File: src/rtl/sd_acq_pkg.sv
// Shared types and default widths for the acquisition sampler slice.
package sd_acq_pkg;

    localparam int unsigned DEF_DIVW = 8;
    localparam int unsigned DEF_CNTW = 16;
    localparam int unsigned DEF_WINW = 4;

    typedef enum logic [3:0] {
        IDLE = 4'b0001,
        WIN  = 4'b0010,
        GAP  = 4'b0100,
        DONE = 4'b1000
    } state_e;

endpackage

File: src/rtl/sd_acq_divider.sv
// Sample-period divider: latches the period on clr, then emits a registered strobe
// every period cycles while run is high. tick_o marks the edge that raises the strobe.
module sd_acq_divider
    import sd_acq_pkg::*;
#(
    parameter int unsigned DIVW = DEF_DIVW
) (
    input  logic            clk_i,
    input  logic            rst_i,
    input  logic            clr_i,
    input  logic            run_i,
    input  logic [DIVW-1:0] period_i,
    output logic            tick_o,
    output logic            strobe_o
);

    localparam logic [DIVW-1:0] ONE = DIVW'(1);

    logic [DIVW-1:0] period_q, period_d;
    logic [DIVW-1:0] phase_q, phase_d;
    logic            strobe_q, strobe_d;

    always_comb begin
        period_d = period_q;
        phase_d  = phase_q;
        strobe_d = 1'b0;
        tick_o   = 1'b0;
        if (clr_i) begin
            // A zero period would never wrap; run it as one sample per cycle.
            period_d = (period_i == '0) ? ONE : period_i;
            phase_d  = '0;
        end else if (run_i) begin
            if (phase_q == period_q - ONE) begin
                tick_o   = 1'b1;
                strobe_d = 1'b1;
                phase_d  = '0;
            end else begin
                phase_d = phase_q + ONE;
            end
        end
    end

    always_ff @(posedge clk_i or posedge rst_i) begin
        if (rst_i) begin
            period_q <= ONE;
            phase_q  <= '0;
            strobe_q <= 1'b0;
        end else begin
            period_q <= period_d;
            phase_q  <= phase_d;
            strobe_q <= strobe_d;
        end
    end

    assign strobe_o = strobe_q;

endmodule

File: src/rtl/sd_acq_sampler.sv
// Turns sequencer en windows into ADC sample strobes, counts samples per window and
// per sequence, and reports window closes and sequence completion.
module sd_acq_sampler
    import sd_acq_pkg::*;
#(
    parameter int unsigned DIVW = DEF_DIVW,
    parameter int unsigned CNTW = DEF_CNTW,
    parameter int unsigned WINW = DEF_WINW
) (
    input  logic            dds,
    input  logic            rst,
    input  logic            en,
    input  logic            stateover,
    input  logic [DIVW-1:0] div,
    output logic            sample_strobe,
    output logic [CNTW-1:0] sample_idx,
    output logic [WINW-1:0] win_idx,
    output logic            win_valid,
    output logic [CNTW-1:0] win_len,
    output logic [CNTW-1:0] total_samples,
    output logic            busy,
    output logic            done,
    output logic            overflow
);

    state_e          state_q, state_d;
    logic            en_q;
    logic            rise, fall;
    logic            in_win, div_clr, tick;
    logic [CNTW-1:0] sample_idx_q, sample_idx_d;
    logic [CNTW-1:0] total_q, total_d;
    logic [WINW-1:0] win_idx_q, win_idx_d;
    logic [CNTW-1:0] win_len_q, win_len_d;
    logic            win_valid_q, win_valid_d;
    logic            done_q, done_d;
    logic            overflow_q, overflow_d;

    assign rise   = en & ~en_q;
    assign fall   = ~en & en_q;
    assign in_win = (state_q == WIN);

    sd_acq_divider #(
        .DIVW(DIVW)
    ) u_div (
        .clk_i   (dds),
        .rst_i   (rst),
        .clr_i   (div_clr),
        .run_i   (in_win),
        .period_i(div),
        .tick_o  (tick),
        .strobe_o(sample_strobe)
    );

    always_comb begin
        state_d      = state_q;
        sample_idx_d = sample_idx_q;
        total_d      = total_q;
        win_idx_d    = win_idx_q;
        win_len_d    = win_len_q;
        win_valid_d  = 1'b0;
        done_d       = 1'b0;
        overflow_d   = overflow_q;
        div_clr      = 1'b0;

        // Counting precedes the FSM so a strobe on the closing edge lands in win_len.
        if (tick) begin
            if (sample_idx_q == '1) overflow_d = 1'b1;
            else                    sample_idx_d = sample_idx_q + CNTW'(1);
            if (total_q == '1) overflow_d = 1'b1;
            else               total_d = total_q + CNTW'(1);
        end

        case (state_q)
            IDLE: begin
                if (rise && stateover) begin
                    state_d      = WIN;
                    div_clr      = 1'b1;
                    sample_idx_d = '0;
                end
            end
            WIN: begin
                if (fall || !stateover) begin
                    win_valid_d = 1'b1;
                    win_len_d   = sample_idx_d;
                    if (stateover) begin
                        state_d = GAP;
                    end else begin
                        state_d = DONE;
                        done_d  = 1'b1;
                    end
                end
            end
            GAP: begin
                if (!stateover) begin
                    state_d = DONE;
                    done_d  = 1'b1;
                end else if (rise) begin
                    if (win_idx_q == '1) begin
                        overflow_d = 1'b1;
                    end else begin
                        state_d      = WIN;
                        win_idx_d    = win_idx_q + WINW'(1);
                        div_clr      = 1'b1;
                        sample_idx_d = '0;
                    end
                end
            end
            DONE: begin
                if (stateover && !en) begin
                    state_d      = IDLE;
                    sample_idx_d = '0;
                    total_d      = '0;
                    win_idx_d    = '0;
                    overflow_d   = 1'b0;
                end
            end
            default: state_d = IDLE;
        endcase
    end

    always_ff @(posedge dds or posedge rst) begin
        if (rst) begin
            state_q      <= IDLE;
            en_q         <= 1'b0;
            sample_idx_q <= '0;
            total_q      <= '0;
            win_idx_q    <= '0;
            win_len_q    <= '0;
            win_valid_q  <= 1'b0;
            done_q       <= 1'b0;
            overflow_q   <= 1'b0;
        end else begin
            state_q      <= state_d;
            en_q         <= en;
            sample_idx_q <= sample_idx_d;
            total_q      <= total_d;
            win_idx_q    <= win_idx_d;
            win_len_q    <= win_len_d;
            win_valid_q  <= win_valid_d;
            done_q       <= done_d;
            overflow_q   <= overflow_d;
        end
    end

    assign sample_idx    = sample_idx_q;
    assign win_idx       = win_idx_q;
    assign win_valid     = win_valid_q;
    assign win_len       = win_len_q;
    assign total_samples = total_q;
    assign busy          = (state_q == WIN) || (state_q == GAP);
    assign done          = done_q;
    assign overflow      = overflow_q;

endmodule

File: config.mk
export PLATFORM = sky130hd
export DESIGN_NAME = sd_acq_sampler
export DESIGN_NICKNAME = d
export VERILOG_FILES = /design/src/rtl/sd_acq_pkg.sv /design/src/rtl/sd_acq_divider.sv /design/src/rtl/sd_acq_sampler.sv
export SDC_FILE = /design/constraint.sdc
export NUM_CORES = 1
export LEC_CHECK = 0
export ABC_AREA = 1
export CAP_MARGIN = 10
export CORE_MARGIN = 5
export CORE_UTILIZATION = 59
export CTS_CLUSTER_DIAMETER = 80
export CTS_CLUSTER_SIZE = 30
export DETAILED_ROUTE_END_ITERATION = 6
export HOLD_SLACK_MARGIN = 0.02
export MAX_ROUTING_LAYER = met4
export PLACE_DENSITY = 0.86
export SETUP_SLACK_MARGIN = 0.02
export SLEW_MARGIN = 20
export SYNTH_ARGS = -nofsm -noshare
export SYNTH_HDL_FRONTEND = slang
export SYNTH_HIERARCHICAL = 1
export SYNTH_SLANG_ARGS = --single-unit
File: constraint.sdc
create_clock -name dds -period 5.6 [get_ports dds]
set_clock_uncertainty 0.1 [all_clocks]
set_input_delay 0.84 -clock dds [delete_from_list [all_inputs] [get_ports dds]]
set_output_delay 0.84 -clock dds [all_outputs]
set_load 0.02 [all_outputs]
==> results of run 1 <==
[metal layers]
| layer | share of wire (%) | routed length, um | track usage (%) |
|---|---|---|---|
| met2 | 50 | 5600 | 41.0 |
| met3 | 5.1 | 568 | 4.59 |
| met5 | 0 | 0 | - |
| met1 | 43 | 4830 | 30.7 |
| met4 | 1.3 | 144 | 8.73 |
[worst paths after layout]
kind | from | end | slack, ns | cells after the start
min in group asynchronous | rst | u_div/phase_q[2] | 0.82 | 2
hold reg to reg | win_len[15] | win_len[15] | 0.38 | 2
setup / recovery | en | total_samples[15] | 1.92 | 19
setup reg to reg | u_div/period_q[0] | total_samples[15] | 2.20 | 21
max in group asynchronous | rst | sample_idx[1] | 3.95 | 3
hold / removal | win_len[15] | win_len[15] | 0.38 | 2
[sequential cells by signal (all words and copies together), names as in the netlist]
name,cells
en_q,1
u_div/phase_q,8
state_q,4
overflow,1
total_samples,16
win_len,16
u_div/period_q,8
u_div/strobe_o,1
done,1
win_valid,1
sample_idx,16
win_idx,4
[critical path: stages]
cell	delay, ns
clkdlybuf4s50_1	0.49
nand2_1	0.14
nor2_2	0.05
nand3b_1	0.12
o21ai_0	0.10
buf_4	0.18
inv_1	0.12
nand2_1	0.13
nor2_2	0.12
buf_4	0.42
inv_1	0.28
nor2_1	0.31
nand2_1	0.08
nor2_1	0.14
nand2_1	0.07
nand2_1	0.06
nand3_1	0.06
nand2_1	0.06
inv_1	0.04
[cell families (layout without fill, tap and decap cells)]
| group | Yosys count | in the layout | share of synthesized area (%) |
|---|---|---|---|
| adders and majority gates | 5 | 5 | 1.39 |
| muxes | 1 | 1 | 0.223 |
| and+or+nand+nor | 396 | 396 | 39.7 |
| buffers and inverters | 79 | 157 | 6.93 |
| DFF | 77 | 77 | 42.9 |
| xor gates and xnor gates | 22 | 22 | 4.29 |
| AOI/OAI and AO/OA | 38 | 38 | 4.56 |
[final cells by class]
| class | instances | area [sq um] | share of cell area, % |
|---|---|---|---|
| multi-input cells | 462 | 2250 | 41.0 |
| flip-flops and latches | 77 | 1930 | 35.1 |
| repair buffers | 71 | 703 | 12.8 |
| inverters | 70 | 263 | 4.78 |
| clock buffers | 12 | 155 | 2.82 |
| well taps | 99 | 124 | 2.25 |
| clock inverters | 4 | 70.1 | 1.27 |
[cell usage in the layout (no fill, tap or decap), drive strengths merged]
cell type      instances
clkinv                 4
nand3                 72
xor2                  14
o21bai                 2
o21ai                 22
nor3                   3
xnor2                  8
bufinv                 2
a21oi                 10
nand3b                 5
mux2i                  1
inv                   68
nand4                 14
ha                     5
or2                    5
clkbuf                12
dfstp                  2
clkdlybuf4s50         68
nor2                  79
nor3b                  1
nor4                   2
nand2                215
dfrtp                 75
buf                    3
o211ai                 4
[where the power goes]
group          internal (uW)  switching [uW]  leakage (uW)
clock network            274             206      0.000116
registers                653            94.0       0.00103
logic                    232             357       0.00152
total                   1160             657       0.00267
[per-stage QoR]
step	power [uW]	hold slack [ns]	std cells	cell area, sq um
after floorplan	1140	0.362	618	4500
after global routing	1930	0.409	795	5500
after global placement	1310	0.362	779	5270
after detailed placement	1340	0.364	779	5270
after CTS	1820	0.386	795	5500
final	1820	0.383	795	5500
==> run metrics, run 1 <==
max-cap violations=0; Root Buffer=clkbuf_8; status=finished, final reports clean; DR iter-0 viols=241; synth top area cells=dfrtp_1, nand2_1, nand3_1; final setup TNS=0 ns; Clock Latency Late Sink=0.35 ns; period utilization=around two thirds; Async SR Flop Fraction=100%; first-pass GRT wire length=between 15 and 20 mm; initial antenna violation count=0; final wirelength=11.1 mm; crit end category=flip-flop; Starting Density=about three fifths; pin count of the biggest net entering global routing=61; number of global-route vias before repair=between 4000 and 5000; Hold Path Class=reg -> reg; Post-CTS Resized=0; TritonCTS Buffers=9; final design utilization=approximately three quarters; synthesized net count=around 640; sequential area share after synthesis=between 40% and 50%; Routability Congestion=0.923; Die Area=0.00947 sq mm; Max Clk Rate=roughly 270 MHz; Setup-failing EPs final=0; TritonCTS clock tree=done; DRT Pass-1 Iters=5; slack of the critical path=1.92 ns; Die Wd=around 100 um; dpl ws=~1.6 ns; Filler Cell Count=551; Site Rows=31; htree depth=3; post-synth top area share=between 40% and 50%; Slew HR=49.0%; Worst Path Arrival=~3.8 ns; Synth top cells by count=nand2_1, dfrtp_1, nand3_1; gr usage total=about a quarter; flops & latches, synth=slightly below 80; Post-CTS Setup Bufs=0; GRT overflow=0; count leader, synth=nand2_1; Longest Clk Path Bufs=2; Die Y-Extent=97.3 um; P_leak=0.00267 uW; Core ar.=about 0.0073 sq mm; Final #Nets=~710; Num Clock Sinks=77; DRC=0; Synth Warn #=6; DP HPWL=7.99 mm; Synth Instances=618; Antenna diodes=0; Crit path required time=~5.8 ns; post-synth top area cell=dfrtp_1; cell area after synthesis=0.00450 sq mm; share of layout cells above drive strength 1=between 8 and 9%; Tmin final=roughly 3.7 ns; top_reg_cell synth=dfrtp_1; via density per instance=around 5.4; critical path class=in -> reg; crit start category=input port; unrepaired setup endpoints after global routing=no; Slew @ Worst Pin=about 0.77 ns; worst-path maximum fanout=50; VDD IR max=~0.00017 V; Port Buffers=68; synth unique cells=33; hold_buf cts=0; Final Hold Fails=0; fin. max-slew vios=0; vias post-DR=roughly 4300; CTS clock-pin slew for the worst setup and hold paths=roughly 0.080 ns; EDFF count, synth=0; number of I/O pins=approximately 70; Pwr per Cell Area=approximately 330 mW/mm^2; WL/cell=~14 um; Layout area overhead=22.3%; remaining antenna violation count=0; Syn Area/Cell=a little over 7 sq um
No activity file was read; power rests on OpenSTA's default activity.
==> inputs of run 2 (changes only) <==
--- a/config.mk
+++ b/config.mk
@@ -8,13 +8,13 @@
 export ABC_AREA = 1
 export CAP_MARGIN = 10
 export CORE_MARGIN = 5
-export CORE_UTILIZATION = 59
+export CORE_UTILIZATION = 55
 export CTS_CLUSTER_DIAMETER = 80
 export CTS_CLUSTER_SIZE = 30
 export DETAILED_ROUTE_END_ITERATION = 6
 export HOLD_SLACK_MARGIN = 0.02
 export MAX_ROUTING_LAYER = met4
-export PLACE_DENSITY = 0.86
+export PLACE_DENSITY = 0.81
 export SETUP_SLACK_MARGIN = 0.02
 export SLEW_MARGIN = 20
 export SYNTH_ARGS = -nofsm -noshare
==> constraint.sdc (replaced) <==
create_clock -name dds -period 3.7 [get_ports dds]
set_clock_uncertainty 0.1 [all_clocks]
set_input_delay 0.555 -clock dds [delete_from_list [all_inputs] [get_ports dds]]
set_output_delay 0.555 -clock dds [all_outputs]
set_load 0.02 [all_outputs]
==> run 2 against run 1 <==
Net effect: worst setup slack lost 1.4 ns; first-iteration DRC count grew 22%; utilization shrank 6.7 points; critical path depth grew 1; sequential cell count is the same; register-to-register slack lost 1.7 ns; critical endpoint unchanged; largest power group unchanged; highest routed layer unchanged.
==> run metrics, run 2 (same netlist as run 1, synthesis figures left out) <==
delay-heaviest family, CP=simple AND/OR/NAND/NOR gates; period utilization=85.4%; share of layout cells above drive strength 1=9.44% (+0.53 points); Port Buffers=68 (unchanged); status=finished, final reports clean; Crit path required time=3.86 ns (-1.89 ns); final wirelength=11.2 mm (+0.66%); CTS clock-pin slew for the worst setup and hold paths=0.09 ns (about the same); Num Clock Sinks=77 (unchanged); Starting Density=55.6% (-5.8 points); CP bufs+invs=4 (-2); VDD IR max=0.000219 V (+31%); crit start category=flip-flop; fin. max-slew vios=0 (unchanged); number of I/O pins=69 (unchanged); commonest non-fill, non-tap cell in the layout=nand2_1; Slew HR=56.3% (+7.3 points); Worst Setup SP=u_div/period_q[0]; Layout area overhead=23.0%; Clock Latency Late Sink=0.36 ns (about the same); GRT overflow=0 (unchanged); Power Total=2750 uW (+51%); TritonCTS Buffers=9 (unchanged); Longest Clk Path Bufs=2 (unchanged); worst-path maximum fanout=9 (-82%); RR Startpoint=u_div/period_q[0]; crit end category=flip-flop; hold_buf cts=0 (unchanged); TritonCTS clock tree=done; worst reg2reg endpoint=total_samples[15]; worst-path cell chain=inv_2 > ha_1 > inv_1 > nand2_1 > nand2_1 > nand2_1 > nor2_1 > nand3_1 > nor2_2 > nand2_4 > nor2_2 > inv_1 > nor2_1 > nand2_1 > nor2_1 > nand2_1 > nand2_1 > nand3_1 > nand2_1 > inv_1; remaining antenna violation count=0 (unchanged); Core ar.=0.00809 sq mm (+10%); gr usage total=23.7% (-1.1 points); Die Area=0.0101 sq mm (+6.5%); Site Rows=33 (+6.5%); Post-CTS Setup Bufs=0 (unchanged); Crit-path slowest cell=dfstp_2; Worst Path Arrival=3.32 ns (-0.51 ns); Final #Nets=711 (+0.42%); number of global-route vias before repair=4130 (-2.3%); max-cap violations=0 (unchanged); unrepaired setup endpoints after global routing=no; Antenna diodes=0 (unchanged); pin count of the biggest net entering global routing=43 (-30%); Post-CTS Resized=0 (unchanged); Final Hold Fails=0 (unchanged); Pwr per Cell Area=497 mW/mm^2 (+51%); CP max stage delay=0.57 ns (+0.08 ns); HP Start=win_len[11]; Die Wd=100 um (+3.2%); vias post-DR=4311 (+0.30%); Root Buffer=clkbuf_8; first-pass GRT wire length=18.8 mm (-1.0%); r2r setup slk=0.54 ns (-1.66 ns); Hold EP=win_len[11]; placed cell count=788 (+1.2%); DP Area=0.00530 sq mm (+0.57%); post-route cell area=0.00553 sq mm (+0.52%); DRT Pass-1 Iters=5 (unchanged); Routability Congestion=0.952 (+3.2%); Max Clk Rate=about 320 MHz; Tmin final=between 3 and 4 ns; Die Y-Extent=100 um (+3.2%); P_leak=0.00268 uW (+0.38%); Setup-failing EPs final=0 (unchanged); htree depth=3 (unchanged); Slew @ Worst Pin=0.654 ns (-0.112 ns); initial antenna violation count=0 (unchanged); most frequent cells in the layout=nand2_1, dfrtp_1, nand3_1, clkdlybuf4s50_1, nor2_1; WL/cell=13.9 um (-0.46%); Hold Path Class=reg -> reg; final setup TNS=0 ns (unchanged); worst r2r path cells=20 (-4.8%); most used cell, CP=nand2_1; critical path class=reg -> reg; via density per instance=5.36 (-0.82%); DR iter-0 viols=294 (+22%); DP HPWL=8.08 mm (+1.2%); DRC=0 (unchanged); non-filler instance count after layout=804 (+1.1%); hold depth=2 (unchanged)
-- run 2: worst max-delay path by stage --
stage                                   end  slack [ns]  depth (start not counted)
after floorplan           total_samples[15]        1.12                         20
after global placement    total_samples[15]        0.60                         17
after detailed placement  total_samples[15]        0.40                         17
after CTS                 total_samples[15]        0.58                         20
after global routing      total_samples[15]        0.25                         20
final                     total_samples[15]        0.54                         20
-- run 2: area by class of cell --
type | count | area (sq um)
Sequential cell | 77 | 1930
Clock buffer | 10 | 138
Fill cell | 667 | 2560
Timing Repair Buffer | 74 | 726
Multi-Input combinational cell | 462 | 2250
Clock inverter | 6 | 86.3
Inverter | 70 | 263
Tap cell | 105 | 131
-- run 2: worst register-to-register path, delay by kind of cell, from the launching register on --
| family | cells | cell delay (ns) |
|---|---|---|
| fa+ha+maj | 1 | 0.32 |
| buf+inv | 4 | 0.29 |
| flops | 1 | 0.57 |
| simple gates | 15 | 1.80 |
-- run 2: metal layers --
metal	GRT usage [%]	wire, um	vias to the layer above
li1	-	-	2117
met1	30.4	4940	2029
met2	38.6	5470	146
met3	3.54	626	19
met4	7.77	173	0
met5	-	0	-
-- run 2: through the flow --
step	utilization, %	worst slack [ns]	hold slack (ns)
finish	68.3	0.541	0.391
global route	68.3	0.250	0.416
CTS	68.3	0.578	0.391
detailed placement	65.5	0.402	0.369
global placement	65.5	0.600	0.363
floorplan	-	1.12	0.362
-- run 2: report_power, final --
part / internal (uW) / leakage (uW) / switching (uW)
clock network: 397 / 0.000112 / 330
logic: 354 / 0.00154 / 543
registers: 988 / 0.00103 / 138
total: 1740 / 0.00268 / 1010
==> edit, RTL diff (settings of run 1) <==
The 4 states of `state_e` get a Gray code encoding in 2 bits.
--- a/src/rtl/sd_acq_pkg.sv
+++ b/src/rtl/sd_acq_pkg.sv
@@ -6,9 +6,9 @@
     localparam int unsigned DEF_WINW = 4;
 
-    typedef enum logic [3:0] {
-        IDLE = 4'b0001,
-        WIN  = 4'b0010,
-        GAP  = 4'b0100,
-        DONE = 4'b1000
+    typedef enum logic [1:0] {
+        IDLE = 2'b00,
+        WIN  = 2'b01,
+        GAP  = 2'b11,
+        DONE = 2'b10
     } state_e;
 
Function: no difference found for any inputs over 4 cycles, from zero or initial values and one cycle with rst high; so few cycles prove little.
==> edit against run 1 <==
- sequential share of layout area is 0.47 points lower
- power is 4.8% higher
- sequential cell count is 2 lower
- sequential power is 0.7% lower
- area after synthesis is 0.47% lower
- wire length is 0.66% higher
- cell count is 0.25% higher
- design area is 1.3% lower
- setup slack worse by 0.24 ns
- global-route usage is 0.29 points higher
- register-to-register slack worse by 0.36 ns
- non-clock buffer count is 1 lower
- via count is 0.51% higher
- core utilization is 1.0 points lower
- largest power group is now combinational cells
- highest routed layer unchanged
==> edit: results (changes against run 1) <==
<table>
<tr><th>Metric</th><th>Value</th></tr>
<tr><th colspan="2">Critical path</th></tr>
<tr><td>Reg-to-reg setup timing slack</td><td>1.84 ns (-0.36 ns)</td></tr>
<tr><td>Setup crit end</td><td>total_samples[14]</td></tr>
<tr><td>Maximum fanout along the worst path</td><td>22 (-56%)</td></tr>
<tr><td>Number of cells on the worst reg-to-reg path</td><td>17 (-19%)</td></tr>
<tr><td>Largest incremental delay on the critical path</td><td>0.71 ns (+0.22 ns)</td></tr>
<tr><td>Slowest stage cell, crit path</td><td>sky130_fd_sc_hd__nor2_2</td></tr>
<tr><td>Top delay family on crit path</td><td>simple AND/OR/NAND/NOR gates</td></tr>
<tr><td>WP data arrival</td><td>4.09 ns (+0.26 ns)</td></tr>
<tr><th colspan="2">Global routing</th></tr>
<tr><td>Global routing usage summed across all routing layers</td><td>25.1% (+0.29 points)</td></tr>
<tr><td>Largest net degree at the start of global routing</td><td>59 (-3.3%)</td></tr>
<tr><th colspan="2">Placed design</th></tr>
<tr><td>Number of placed instances with taps included</td><td>782 (+0.39%)</td></tr>
<tr><td>Routability cong.</td><td>0.905 (-2.0%)</td></tr>
<tr><td>Total half-perimeter wirelength after legalization and detailed placement</td><td>8090 um (+1.3%)</td></tr>
<tr><th colspan="2">Synthesis</th></tr>
<tr><td>Mean area per synthesized cell</td><td>7.18 um^2 (-1.3%)</td></tr>
<tr><td>Fraction of the mapped netlist area in adder cells</td><td>2.52% (+1.1 points)</td></tr>
<tr><td>Synth Area in XOR/XNOR</td><td>4.11% (-0.18 points)</td></tr>
<tr><td>Synth unique cells</td><td>34 (+3.0%)</td></tr>
<tr><td>Commonest cells in the synthesized netlist</td><td>sky130_fd_sc_hd__nand2_1, sky130_fd_sc_hd__dfrtp_1, sky130_fd_sc_hd__nand3_1</td></tr>
<tr><td>Post-synth net total</td><td>644 (+1.4%)</td></tr>
<tr><th colspan="2">Outcome</th></tr>
<tr><td>Result of the run</td><td>finished, final reports clean</td></tr>
<tr><th colspan="2">Cells and area</th></tr>
<tr><td>Non-filler instance count after layout</td><td>797 (+0.25%)</td></tr>
<tr><td>Filler cells</td><td>546 (-0.91%)</td></tr>
<tr><th colspan="2">Hold path</th></tr>
<tr><td>Worst hold path endpoint</td><td>win_len[14]</td></tr>
<tr><th colspan="2">STA</th></tr>
<tr><td>Max transition margin</td><td>42.0% (-7.0 points)</td></tr>
<tr><td>Hold_ws</td><td>0.380 ns (-0.00249 ns)</td></tr>
<tr><th colspan="2">Route</th></tr>
<tr><td>Routed wire length</td><td>11200 um (+0.66%)</td></tr>
<tr><th colspan="2">Power</th></tr>
<tr><td>Static Leak</td><td>2.64 nW (-1.4%)</td></tr>
</table>
[edit: layer usage]
layer / track usage [%] / vias to the layer above / share of wire (%)
li1: - / 2099 / -
met1: 30.2 / 2018 / 42
met2: 41.3 / 173 / 49
met3: 5.17 / 30 / 6.5
met4: 10.2 / 0 / 2.3
met5: - / - / 0
[edit: area by class of cell]
cell class	instances	area (um^2)	share of cell area, %
clock buffer	10	128	2.35
clock inverter	5	55.1	1.01
inverter	79	297	5.47
multi-input combinational	459	2250	41.4
sequential	75	1880	34.6
tap	99	124	2.28
timing repair buffer	70	696	12.8
[edit: per-stage QoR]
| stage | instance area (um^2) | setup slack (ns) |
|---|---|---|
| floorplan | 4470 | 3.00 |
| global placement | 5240 | 1.62 |
| detailed placement | 5240 | 1.43 |
| CTS | 5430 | 1.82 |
| global route | 5430 | 1.34 |
| finish | 5430 | 1.69 |
